<file path="src/rtl/dmem_access_ctrl.sv">
`default_nettype none
// ============================================================================
// Module      : dmem_access_ctrl
// Description : Data-memory access sequencer for the EX/MEM instruction over
//               a req/ack bus: lane steering, load extension, misalign/timeout.
// Revision    : 1.0 - initial release
// ============================================================================
module dmem_access_ctrl #(
    parameter int TIMEOUT = 256,
    parameter int CNT_W   = 9
) (
    input  logic        clk,
    input  logic        reset_n,
    input  logic        mem_dmen,
    input  logic        mem_memwr,
    input  logic [1:0]  mem_dm_type,
    input  logic        mem_dm_extsigned,
    input  logic [31:0] mem_result,
    input  logic [31:0] mem_rt,
    input  logic        flush_i,
    output logic        bus_req,
    output logic        bus_we,
    output logic [31:0] bus_addr,
    output logic [3:0]  bus_be,
    output logic [31:0] bus_wdata,
    input  logic [31:0] bus_rdata,
    input  logic        bus_ack,
    output logic        stall_o,
    output logic [31:0] mem_rdata_o,
    output logic        align_exc_o,
    output logic        dm_fault_o,
    output logic [31:0] badvaddr_o
);

    localparam logic [CNT_W-1:0] C_CNT_LAST = CNT_W'(TIMEOUT - 1);

    typedef enum logic [1:0] {
        ST_IDLE  = 2'd0,
        ST_BUSY  = 2'd1,
        ST_DONE  = 2'd2,
        ST_DRAIN = 2'd3
    } state_t;

    state_t            state_q, state_d;
    logic              req_q, req_d;
    logic              we_q, we_d;
    logic [31:0]       addr_q, addr_d;
    logic [3:0]        be_q, be_d;
    logic [31:0]       wdata_q, wdata_d;
    logic [1:0]        type_q, type_d;
    logic              ext_q, ext_d;
    logic [1:0]        lo_q, lo_d;
    logic [CNT_W-1:0]  cnt_q, cnt_d;
    logic [31:0]       rdata_q, rdata_d;
    logic [31:0]       badv_q, badv_d;
    logic              align_q, align_d;
    logic              fault_q, fault_d;
    logic              w_stall;

    logic              w_misaligned;
    logic [3:0]        w_be;
    logic [31:0]       w_wdata;
    logic [7:0]        w_byte;
    logic [15:0]       w_half;
    logic [31:0]       w_load;
    logic              w_cnt_last;

    always_comb begin
        w_misaligned = 1'b0;
        w_be         = 4'b1111;
        w_wdata      = mem_rt;
        case (mem_dm_type)
            2'b00: begin
                w_be    = 4'b0001 << mem_result[1:0];
                w_wdata = {4{mem_rt[7:0]}};
            end
            2'b01: begin
                w_misaligned = mem_result[0];
                w_be         = mem_result[1] ? 4'b1100 : 4'b0011;
                w_wdata      = {2{mem_rt[15:0]}};
            end
            default: begin
                w_misaligned = (mem_result[1:0] != 2'b00);
            end
        endcase
    end

    // Load lane/extension uses the attributes latched at issue, not the live EX/MEM bus.
    always_comb begin
        w_byte = bus_rdata[{lo_q, 3'b000} +: 8];
        w_half = lo_q[1] ? bus_rdata[31:16] : bus_rdata[15:0];
        case (type_q)
            2'b00:   w_load = ext_q ? {{24{w_byte[7]}}, w_byte} : {24'd0, w_byte};
            2'b01:   w_load = ext_q ? {{16{w_half[15]}}, w_half} : {16'd0, w_half};
            default: w_load = bus_rdata;
        endcase
    end

    assign w_cnt_last = (cnt_q == C_CNT_LAST);

    always_comb begin
        state_d = state_q;
        req_d   = req_q;
        we_d    = we_q;
        addr_d  = addr_q;
        be_d    = be_q;
        wdata_d = wdata_q;
        type_d  = type_q;
        ext_d   = ext_q;
        lo_d    = lo_q;
        cnt_d   = cnt_q;
        rdata_d = rdata_q;
        badv_d  = badv_q;
        align_d = 1'b0;
        fault_d = 1'b0;
        w_stall = 1'b0;
        case (state_q)
            ST_IDLE: begin
                if (mem_dmen && !flush_i) begin
                    if (w_misaligned) begin
                        align_d = 1'b1;
                        badv_d  = mem_result;
                    end else begin
                        w_stall = 1'b1;
                        req_d   = 1'b1;
                        we_d    = mem_memwr;
                        addr_d  = {mem_result[31:2], 2'b00};
                        lo_d    = mem_result[1:0];
                        be_d    = w_be;
                        wdata_d = w_wdata;
                        type_d  = mem_dm_type;
                        ext_d   = mem_dm_extsigned;
                        cnt_d   = '0;
                        state_d = ST_BUSY;
                    end
                end
            end
            ST_BUSY: begin
                w_stall = 1'b1;
                if (bus_ack) begin
                    req_d = 1'b0;
                    if (flush_i) begin
                        state_d = ST_IDLE;
                    end else begin
                        if (!we_q) rdata_d = w_load;
                        state_d = ST_DONE;
                    end
                end else if (w_cnt_last) begin
                    req_d = 1'b0;
                    if (flush_i) begin
                        state_d = ST_IDLE;
                    end else begin
                        fault_d = 1'b1;
                        badv_d  = addr_q;
                        state_d = ST_DONE;
                    end
                end else begin
                    cnt_d = cnt_q + 1'b1;
                    if (flush_i) state_d = ST_DRAIN;
                end
            end
            ST_DRAIN: begin
                // Transfer already on the bus: let it finish, then discard it silently.
                w_stall = 1'b1;
                if (bus_ack || w_cnt_last) begin
                    req_d   = 1'b0;
                    state_d = ST_IDLE;
                end else begin
                    cnt_d = cnt_q + 1'b1;
                end
            end
            default: begin
                state_d = ST_IDLE;
            end
        endcase
    end

    always_ff @(posedge clk or negedge reset_n) begin
        if (!reset_n) begin
            state_q <= ST_IDLE;
            req_q   <= 1'b0;
            we_q    <= 1'b0;
            addr_q  <= '0;
            be_q    <= '0;
            wdata_q <= '0;
            type_q  <= '0;
            ext_q   <= 1'b0;
            lo_q    <= '0;
            cnt_q   <= '0;
            rdata_q <= '0;
            badv_q  <= '0;
            align_q <= 1'b0;
            fault_q <= 1'b0;
        end else begin
            state_q <= state_d;
            req_q   <= req_d;
            we_q    <= we_d;
            addr_q  <= addr_d;
            be_q    <= be_d;
            wdata_q <= wdata_d;
            type_q  <= type_d;
            ext_q   <= ext_d;
            lo_q    <= lo_d;
            cnt_q   <= cnt_d;
            rdata_q <= rdata_d;
            badv_q  <= badv_d;
            align_q <= align_d;
            fault_q <= fault_d;
        end
    end

    // Stall is combinational from EX/MEM inputs, so mask it while reset is held.
    assign stall_o     = w_stall & reset_n;
    assign bus_req     = req_q;
    assign bus_we      = we_q;
    assign bus_addr    = addr_q;
    assign bus_be      = be_q;
    assign bus_wdata   = wdata_q;
    assign mem_rdata_o = rdata_q;
    assign align_exc_o = align_q;
    assign dm_fault_o  = fault_q;
    assign badvaddr_o  = badv_q;

endmodule
`default_nettype wire

</file>
<file path="config.mk">
export PLATFORM = sky130hd
export DESIGN_NAME = dmem_access_ctrl
export DESIGN_NICKNAME = d
export VERILOG_FILES = /design/src/rtl/dmem_access_ctrl.sv
export SDC_FILE = /design/constraint.sdc
export NUM_CORES = 1
export LEC_CHECK = 0
export CORE_MARGIN = 3
export CORE_UTILIZATION = 45
export DETAILED_ROUTE_END_ITERATION = 10
export PLACE_DENSITY_LB_ADDON = 0.3
export SYNTH_ARGS = -nofsm -noshare
export SYNTH_HDL_FRONTEND = slang
export SYNTH_SLANG_ARGS = --single-unit
</file>
<file path="constraint.sdc">
create_clock -name clk -period 3.05 [get_ports clk]
set_input_delay 0.61 -clock clk [delete_from_list [all_inputs] [get_ports clk]]
set_output_delay 0.61 -clock clk [all_outputs]
set_load 0.02 [all_outputs]
</file>
**Word level (Yosys, flattened, before mapping)**

Cells that the tools add are included.
W data, S select, Z words.

- Bits of input ports: 105
- Word-level logic and storage cells: 97
- Output and inout port bits: 137
- Flip-flop bits (word level): 150

- Add/sub/neg operators: 1
- Equal/unequal tests: 16
- Multiplexer cells: 44
- Shifts and indexed selects: 2
- Bitwise gates (word level): 4
- Reductions and logical operators: 16

Operator list:

| operator | count |
|---|---|
| $mux W32 | 7 |
| $pmux W32 S2 | 3 |
| $mux W9 | 5 |
| $shiftx A32 B6 Y8 | 1 |
| $pmux W9 S3 | 1 |
| $ne A2 B2 Y1 const B | 9 |
| $mux W16 | 1 |
| $mux W1 | 14 |
| $mux W2 | 7 |
| $reduce_and A6 Y1 | 2 |
| $add A9 B1 Y9 const B | 1 |
| $eq A9 B8 Y1 const B | 1 |
| $pmux W4 S2 | 1 |
| $reduce_and A4 Y1 | 2 |
| $eq A2 B1 Y1 const B | 3 |
| $logic_not A2 Y1 | 3 |
| $pmux W2 S3 | 1 |
| $reduce_and A5 Y1 | 1 |
| $mux W4 | 1 |
| $ne A4 B4 Y1 const B | 1 |
| $pmux W1 S2 | 2 |
| $reduce_bool A2 Y1 | 2 |
| $shl A1 B2 Y4 const A | 1 |
| $ne A3 B3 Y1 const B | 1 |
| 10 further kinds | 12 |

**Longest topological paths before layout**

Gate-level depths: netlist (run 1).

- Depth after elaboration: 6
- Gate-level depth with buffers: 11
- Mapped depth without buffers: 9

**Worst setup path after synthesis (run 1)**

Ideal clock, no wire load.

- Path type: input to output
- From: input port mem_result[0]
- To: output port stall_o
- Stages on the path: 6
- Slack: 429 ps
- Data required time: 2440 ps
- Arrival time: 2011 ps
- Buffers on the path: 3
- Cells stage by stage: buf_6 > o21a_1 > or3_1 > buf_6 > clkbuf_1 > a21oi_1

- Cells in the longest elaborated chain, start to end: 6

RTL lines:

| item | RTL line | source |
|---|---|---|
| start, declared | 18 | `input logic [31:0] mem_result,` |
| $reduce_bool A2 Y1 | 83 | `w_misaligned = (mem_result[1:0] != 2'b00);` |
| $pmux W1 S2 (*) | 72 | `case (mem_dm_type)` |
| $mux W1 (*) | 120 | `if (w_misaligned) begin` |
| $mux W1 (*) | 119 | `if (mem_dmen && !flush_i) begin` |
| $pmux W1 S2 (*) | 117 | `case (state_q)` |
| $and A1 B1 Y1 (*) | 213 | `assign stall_o = w_stall & reset_n;` |
| end, declared | 28 | `output logic stall_o,` |

Every way passes the cells marked *; elsewhere a longest branch is shown, timed or not.

**Worst setup path after layout (run 1)**

- From: register state_q[0]
- To: output port stall_o

- Cells in the longest elaborated chain, start to end: 4
- Elaborated cells on any way between the ends: 6
- Those cells by class: eq/ne: 2; mux: 1; bitwise: 1; reduce/logical: 2

RTL lines:

| item | RTL line | source |
|---|---|---|
| start, declared | 44 | `state_t state_q, state_d;` |
| start signal, assigned | 195 | `state_q <= state_d;` |
| $eq A2 B2 Y1 or $eq A2 B1 Y1 (tied branches) | 117 |  |
| $reduce_or A2 Y1 (no source line) | - |  |
| $pmux W1 S2 (*) | 117 |  |
| $and A1 B1 Y1 (*) | 213 |  |

Marks and branches as above.

==> summary.txt, run 1 <==
Outcome
  • Status: completed

Worst setup path
  • CP Max Fanout: 5
  • CP Data Arrival Time: 2090 ps
  • Worst EP required: around 2400 ps
  • Reg2Reg Setup Slack: roughly 470 ps
  • Reg2Reg Depth: 8
  • FF-to-FF End: cnt_q[0]
  • CP Launch Type: flop
  • Crit end category: primary output
  • Reg2reg start: cnt_q[0]
  • Critical path type: reg2out

Detailed routing
  • Drc violations: 0
  • Final ANT Viol Nets: 0
  • Total Wirelength: approximately 20,000 um
  • Vias per cell: approximately 5.3
  • DR iter-0 viols: between 200 and 300
  • TritonRoute pass-1 iters: 4
  • DR vias: between 5,000 and 6,000
  • Per-cell routed wire length: between 15 and 20 um

Place
  • Post-place instance area: around 10000 um^2
  • HPWL Detailed: 13,800 um
  • Final RePlAce weighted congestion: about 0.81
  • Port buffer count: 239
  • Place WS: 368 ps
  • Placed Cells: 1,095

Timing
  • TNS Setup: 0 ps
  • Max Freq: between 300 and 400 MHz
  • Unrepaired setup endpoints after global routing: no
  • Max-slew violations: 0
  • Worst Tran Pin Value: about 1100 ps
  • Worst clock skew: approximately 8 ps
  • Final Hold Violating Endpoints: 0
  • Slew HR: 29.4%
  • Final Critical Period: between 2000 and 3000 ps
  • Final setup fails: 0
  • Final period utilization: about 89%
  • Setup ws final: ~350 ps
  • Final hold slack: between 300 and 400 ps

Yosys
  • Prevailing post-synth register cell: dfrtp_1
  • Post-synth EDFFs: 0
  • Netlist area before placement: between 7000 and 8000 um^2
  • Post-synthesis async set-or-reset flop share: between 90% and 100%
  • Netlist cell types: approximately 50
  • Sequential area share after synthesis: 52.2%
  • Mean post-synth cell area: ~11 um^2
  • YS warnings: 0
  • Flops & latches, synth: 150
  • Cell count after synthesis: around 680

Floorplanning
  • Initial core utilization: between 40% and 50%
  • Rows: 45
  • Top Ports: around 240
  • Core area: about 15,000 um^2
  • Die height: between 100 and 150 um
  • Die ar.: between 15,000 and 20,000 um^2
  • Die width: approximately 130 um

Cells and area
  • Final cell count without fillers: 1,125
  • Final Instance Area: between 10,000 and 15,000 um^2
  • Syn-to-layout area delta: 44.5%
  • Most frequent cells in the layout: clkdlybuf4s50_1 (237), dfrtp_1 (150), a21oi_1 (104), mux2i_1 (72), nand2_1 (54)
  • # fillers: between 1,000 and 1,500
  • Commonest non-fill, non-tap cell in the layout: clkdlybuf4s50_1
  • Nets: 1,015
  • Layout cells sized above 1: 12.1%
  • Diode count: 0

Clocking
  • # clock sinks: 150
  • CTS Hold Bufs: 0
  • Post-CTS Setup Inserts: 0
  • CTS buffer count: 17
  • Max clock buf depth: 2
  • Clk root buf: clkbuf_16
  • CTS tree: yes
  • H-tree lvl count: 4
  • CTS clock-pin slew for the worst setup and hold paths: roughly 60 ps
  • PostCTS Resize Cnt: 0
  • Clock Latency Late Sink: 420 ps

Flow run
  • Maxcap violations: 0

Pwr
  • Pwr Density: 1110 nW/um^2
  • Max VDD drop: 0.632 mV
  • Pleak: ~4.4 nW

Global route
  • Gr ovfl total: 0
  • First-pass GRT wire length: approximately 32,000 um
  • Largest net degree at the start of global routing: roughly 150
  • Vias in the first global route: around 6,000
  • GRT Total Usage: 22.3%
  • Initial antenna violation count: 0

Hold path
  • Type of the most critical hold path: in2async
==> worst max-delay path, stage by stage (launching register included) <==
cell and delay [ps]:
dfrtp_1 400, inv_1 130, ha_1 330, nand3b_2 110, or3_4 370, a21oi_1 160, buf_4 170
==> logic make-up (layout without fill, tap and decap cells) <==
group / count (synthesis) / count (layout) / synth area share [%]
AOI/OAI and AO/OA: 190 / 190 / 15.3
DFF: 150 / 150 / 52.2
and+or+nand+nor: 138 / 138 / 8.57
muxes: 120 / 120 / 17.8
buffers and inverters: 69 / 306 / 4.74
adders and majority gates: 7 / 7 / 1.22
other: 1 / 2 / 0.0522
xor gates and xnor gates: 1 / 1 / 0.122
==> per-layer routing <==
metal  share of wire (%)  routed length [um]  GRT usage [%]
met1                  42                8350           28.3
met2                  47                9230           34.7
met3                 8.9                1760           9.20
met4                 2.0                 404           7.85
met5                   0                   0              0
==> report_power, final <==
part | total [mW] | switching (mW) | internal, mW | leakage [nW]
combinational | 5.87 | 3.07 | 2.79 | 2.33
sequential | 3.54 | 0.602 | 2.93 | 1.79
clock | 2.13 | 0.787 | 1.34 | 0.288
==> synthesized netlist by cell type, types with 2 or more instances <==
cell / number / area [um^2]
clkbuf_1: 32 / 120
a21oi_1: 104 / 521
o22ai_1: 6 / 37.5
nor2b_1: 2 / 12.5
o21ai_0: 40 / 200
mux2i_1: 72 / 721
o32ai_1: 8 / 70.1
o41a_1: 2 / 22.5
nand3_1: 5 / 25.0
nand2b_1: 7 / 43.8
buf_6: 8 / 90.1
o211ai_1: 2 / 15.0
buf_2: 11 / 55.1
a31o_2: 2 / 17.5
ha_1: 7 / 87.6
dfrtp_1: 150 / 3750
o22a_1: 7 / 61.3
mux2_2: 45 / 507
a21boi_0: 2 / 15.0
inv_1: 16 / 60.1
mux2_4: 2 / 30.0
nor2_1: 48 / 180
or3b_2: 2 / 17.5
nand2_1: 54 / 203
nor3_1: 4 / 20.0
buf_4: 2 / 15.0
a211oi_1: 6 / 45.0
o31ai_1: 2 / 15.0
nand4_1: 3 / 18.8
or3_1: 2 / 12.5
and3_1: 3 / 18.8
a221oi_1: 3 / 26.3
==> final cells by class <==
| class | instances | area (um^2) | share of cell area (%) |
|---|---|---|---|
| clock buffer | 22 | 474 | 4.57 |
| clock inverter | 8 | 124 | 1.19 |
| inverter | 16 | 60.1 | 0.578 |
| multi-input combinational | 458 | 3150 | 30.3 |
| sequential | 150 | 3750 | 36.2 |
| tap | 211 | 264 | 2.54 |
| timing repair buffer | 260 | 2560 | 24.7 |
==> state kept, by name, summed over array words and instances (netlist names), 2 cells and up <==
signal / flops
cnt_q: 9
bus_be: 4
lo_q: 2
type_q: 2
badvaddr_o: 32
bus_addr: 30
mem_rdata_o: 32
state_q: 2
bus_wdata: 32
==> stage by stage <==
step,total power [mW],utilization [%]
floorplan,6.83,-
global placement,9.33,63.4
detailed placement,9.45,63.4
CTS,11.6,67.3
global route,12.2,67.3
finish,11.5,67.3
==> worst max-delay path by stage <==
stage                     depth (start not counted)             end          start  slack (ps)
final                                             6         stall_o     state_q[0]         350
after global routing                             10   badvaddr_o[3]       cnt_q[0]         230
after CTS                                         6         stall_o     state_q[0]         330
after detailed placement                          5  mem_rdata_o[0]        bus_ack         370
after global placement                            5         stall_o  mem_result[0]         420
after floorplan                                   6         stall_o  mem_result[0]         430
(Power assumes the default switching activity.)
==> run 2, diff against run 1 <==
--- a/config.mk
+++ b/config.mk
@@ -8,6 +8,7 @@
 export CORE_MARGIN = 3
 export CORE_UTILIZATION = 45
 export DETAILED_ROUTE_END_ITERATION = 10
+export GPL_TIMING_DRIVEN = 0
 export PLACE_DENSITY_LB_ADDON = 0.3
 export SYNTH_ARGS = -nofsm -noshare
 export SYNTH_HDL_FRONTEND = slang
==> run 2 against run 1 <==
  * Register-to-register slack lost 220 ps
  * Final area is 0.99% higher
  * Combinational power grew 3%
  * Sequential power is 1% lower
  * Setup slack got worse by 240 ps
  * Total power rose by 1.6%
  * Sequential share of layout area decreased by 0.35 points
  * Via count grew 5.5%
  * Routed wire length rose by 7.9%
  * Critical path depth increased by 1
==> summary.txt, run 2 (synthesis gave the netlist of run 1 again) <==
Outcome
  • Status: completed

Clocking
  • CTS buffer count: 17 (unchanged)
  • CTS tree: yes
  • PostCTS Resize Cnt: 8 (+8)
  • Post-CTS Setup Inserts: 0 (unchanged)
  • CTS Hold Bufs: 0 (unchanged)
  • # clock sinks: 150 (unchanged)
  • H-tree lvl count: 4 (unchanged)
  • Max clock buf depth: 2 (unchanged)
  • CTS clock-pin slew for the worst setup and hold paths: 60 ps (about the same)
  • Clock Latency Late Sink: 420 ps (about the same)
  • Clk root buf: clkbuf_16

Global route
  • Vias in the first global route: 6,401 (+5.6%)
  • Gr ovfl total: 0 (unchanged)
  • GRT Total Usage: 24.0% (+1.6 points)
  • Initial antenna violation count: 0 (unchanged)
  • First-pass GRT wire length: 33,900 um (+7.3%)
  • Largest net degree at the start of global routing: 78 (-48%)

Timing
  • Final hold slack: 194 ps (-109 ps)
  • Final setup fails: 0 (unchanged)
  • Final Critical Period: 2940 ps (+241 ps)
  • Max Freq: 340 MHz (-8.2%)
  • Max-slew violations: 0 (unchanged)
  • Slew HR: 23.3% (-6.0 points)
  • Worst Tran Pin Value: 1150 ps (+90.0 ps)
  • Final period utilization: 96.5% (+7.9 points)
  • Final Hold Violating Endpoints: 0 (unchanged)
  • Worst clock skew: 9.36 ps (+1.51 ps)

Cells and area
  • Diode count: 0 (unchanged)
  • # fillers: 1,247 (+1.1%)
  • Layout cells sized above 1: 11.9% (-0.20 points)
  • Nets: 1,045 (+3.0%)
  • Commonest non-fill, non-tap cell in the layout: clkdlybuf4s50_1
  • Syn-to-layout area delta: 45.9%
  • Final cell count without fillers: 1,157 (+2.8%)
  • Most frequent cells in the layout: clkdlybuf4s50_1 (233), dfrtp_1 (150), a21oi_1 (104), mux2i_1 (72), nand2_1 (54)
  • Layout Utilization: 68.0% (+0.67 points)

Place
  • Placed Cells: 1,126 (+2.8%)
  • Final RePlAce weighted congestion: 0.832 (+3.1%)
  • HPWL Detailed: 15,200 um (+10%)
  • Port buffer count: 237 (-0.84%)

Worst setup path
  • Crit end category: primary output
  • Worst EP required: 2440 ps (about the same)
  • Critical path type: in2out
  • CP Max Fanout: 19 (+14)
  • CP Data Arrival Time: 2330 ps (+240 ps)
  • CP Launch Type: input pin

Floorplanning
  • Initial core utilization: 46.6% (unchanged)
  • Top Ports: 242 (unchanged)
  • Core area: 15,400 um^2 (unchanged)
  • Die width: 132 um (unchanged)
  • Rows: 45 (unchanged)
  • Die ar.: 17,500 um^2 (unchanged)
  • Die height: 132 um (unchanged)

Detailed routing
  • Drc violations: 0 (unchanged)
  • Per-cell routed wire length: 18.4 um (+4.9%)
  • Vias per cell: 5.43 (+2.5%)
  • DR vias: 6,283 (+5.5%)
  • TritonRoute pass-1 iters: 4 (unchanged)
  • Total Wirelength: 21,300 um (+7.9%)
  • DR iter-0 viols: 364 (+27%)
  • Final ANT Viol Nets: 0 (unchanged)

Pwr
  • Pwr Density: 1120 nW/um^2 (+0.59%)
  • Max VDD drop: 0.736 mV (+16%)
  • Pleak: 4.46 nW (+1.1%)
  • Total power: 11.7 mW (+1.6%)

Hold path
  • Type of the most critical hold path: in2async

Flow run
  • Maxcap violations: 0 (unchanged)
[run 2: cell types whose count changed in the layout (fill, tap and decap cells not counted), sizes merged]
cell | previous run | this run
buf | 23 | 24
clkinvlp | 2 | 4
clkbuf | 22 | 49
dlygate4sd2 | 0 | 2
inv | 16 | 20
clkdlybuf4s50 | 237 | 233
[run 2: final timing paths]
| kind | from | end | slack [ps] | depth (start not counted) |
|---|---|---|---|---|
| worst max-delay path | mem_result[0] | stall_o | 110 | 7 |
| worst min-delay path | reset_n | mem_rdata_o[27] | 190 | 1 |
| worst max register to register | cnt_q[0] | badvaddr_o[27] | 250 | 11 |
| worst min register to register | bus_wdata[23] | bus_wdata[23] | 480 | 2 |
| max in group asynchronous | reset_n | badvaddr_o[24] | 2040 | 2 |
| min in group clk | bus_wdata[23] | bus_wdata[23] | 480 | 2 |
[run 2: through the flow]
step | setup WS (ps) | setup TNS (ps) | instance area (um^2)
after floorplan | 429 | 0 | 7190
after global placement | -4840 | -729210 | 9830
after detailed placement | -908 | -908 | 9860
after CTS | 13.6 | 0 | 10500
after global routing | -8.47 | -9.69 | 10500
final | 108 | 0 | 10500
[run 2: cell type report]
type	count	area, um^2	share of cell area [%]
clock buffers	18	429	4.09
inverters	16	60.1	0.573
plain buffers	52	280	2.67
multi-input cells	458	3130	29.8
well taps	211	264	2.52
repair buffers	238	2400	22.9
flip-flops and latches	150	3750	35.8
clock inverters	14	174	1.66
[run 2: power breakdown]
part | total, mW | switching, mW | internal (mW)
clock | 2.15 | 0.859 | 1.30
sequential | 3.50 | 0.566 | 2.93
combinational | 6.06 | 3.21 | 2.84
[run 2: routing by layer]
metal	part of all wire, %	vias to the layer above	GRT usage [%]	routed length (um)
li1	-	2915	-	-
met1	41	3106	30.7	8830
met2	49	240	39.3	10400
met3	8.6	22	8.66	1830
met4	1.2	0	5.37	265
met5	0	-	0	0
[run 2: worst max-delay path: stages]
cell,delay [ps]
clkdlybuf4s50_1,440
buf_6,160
o21a_1,190
or3_4,390
buf_8,180
a21oi_1,180
buf_4,180
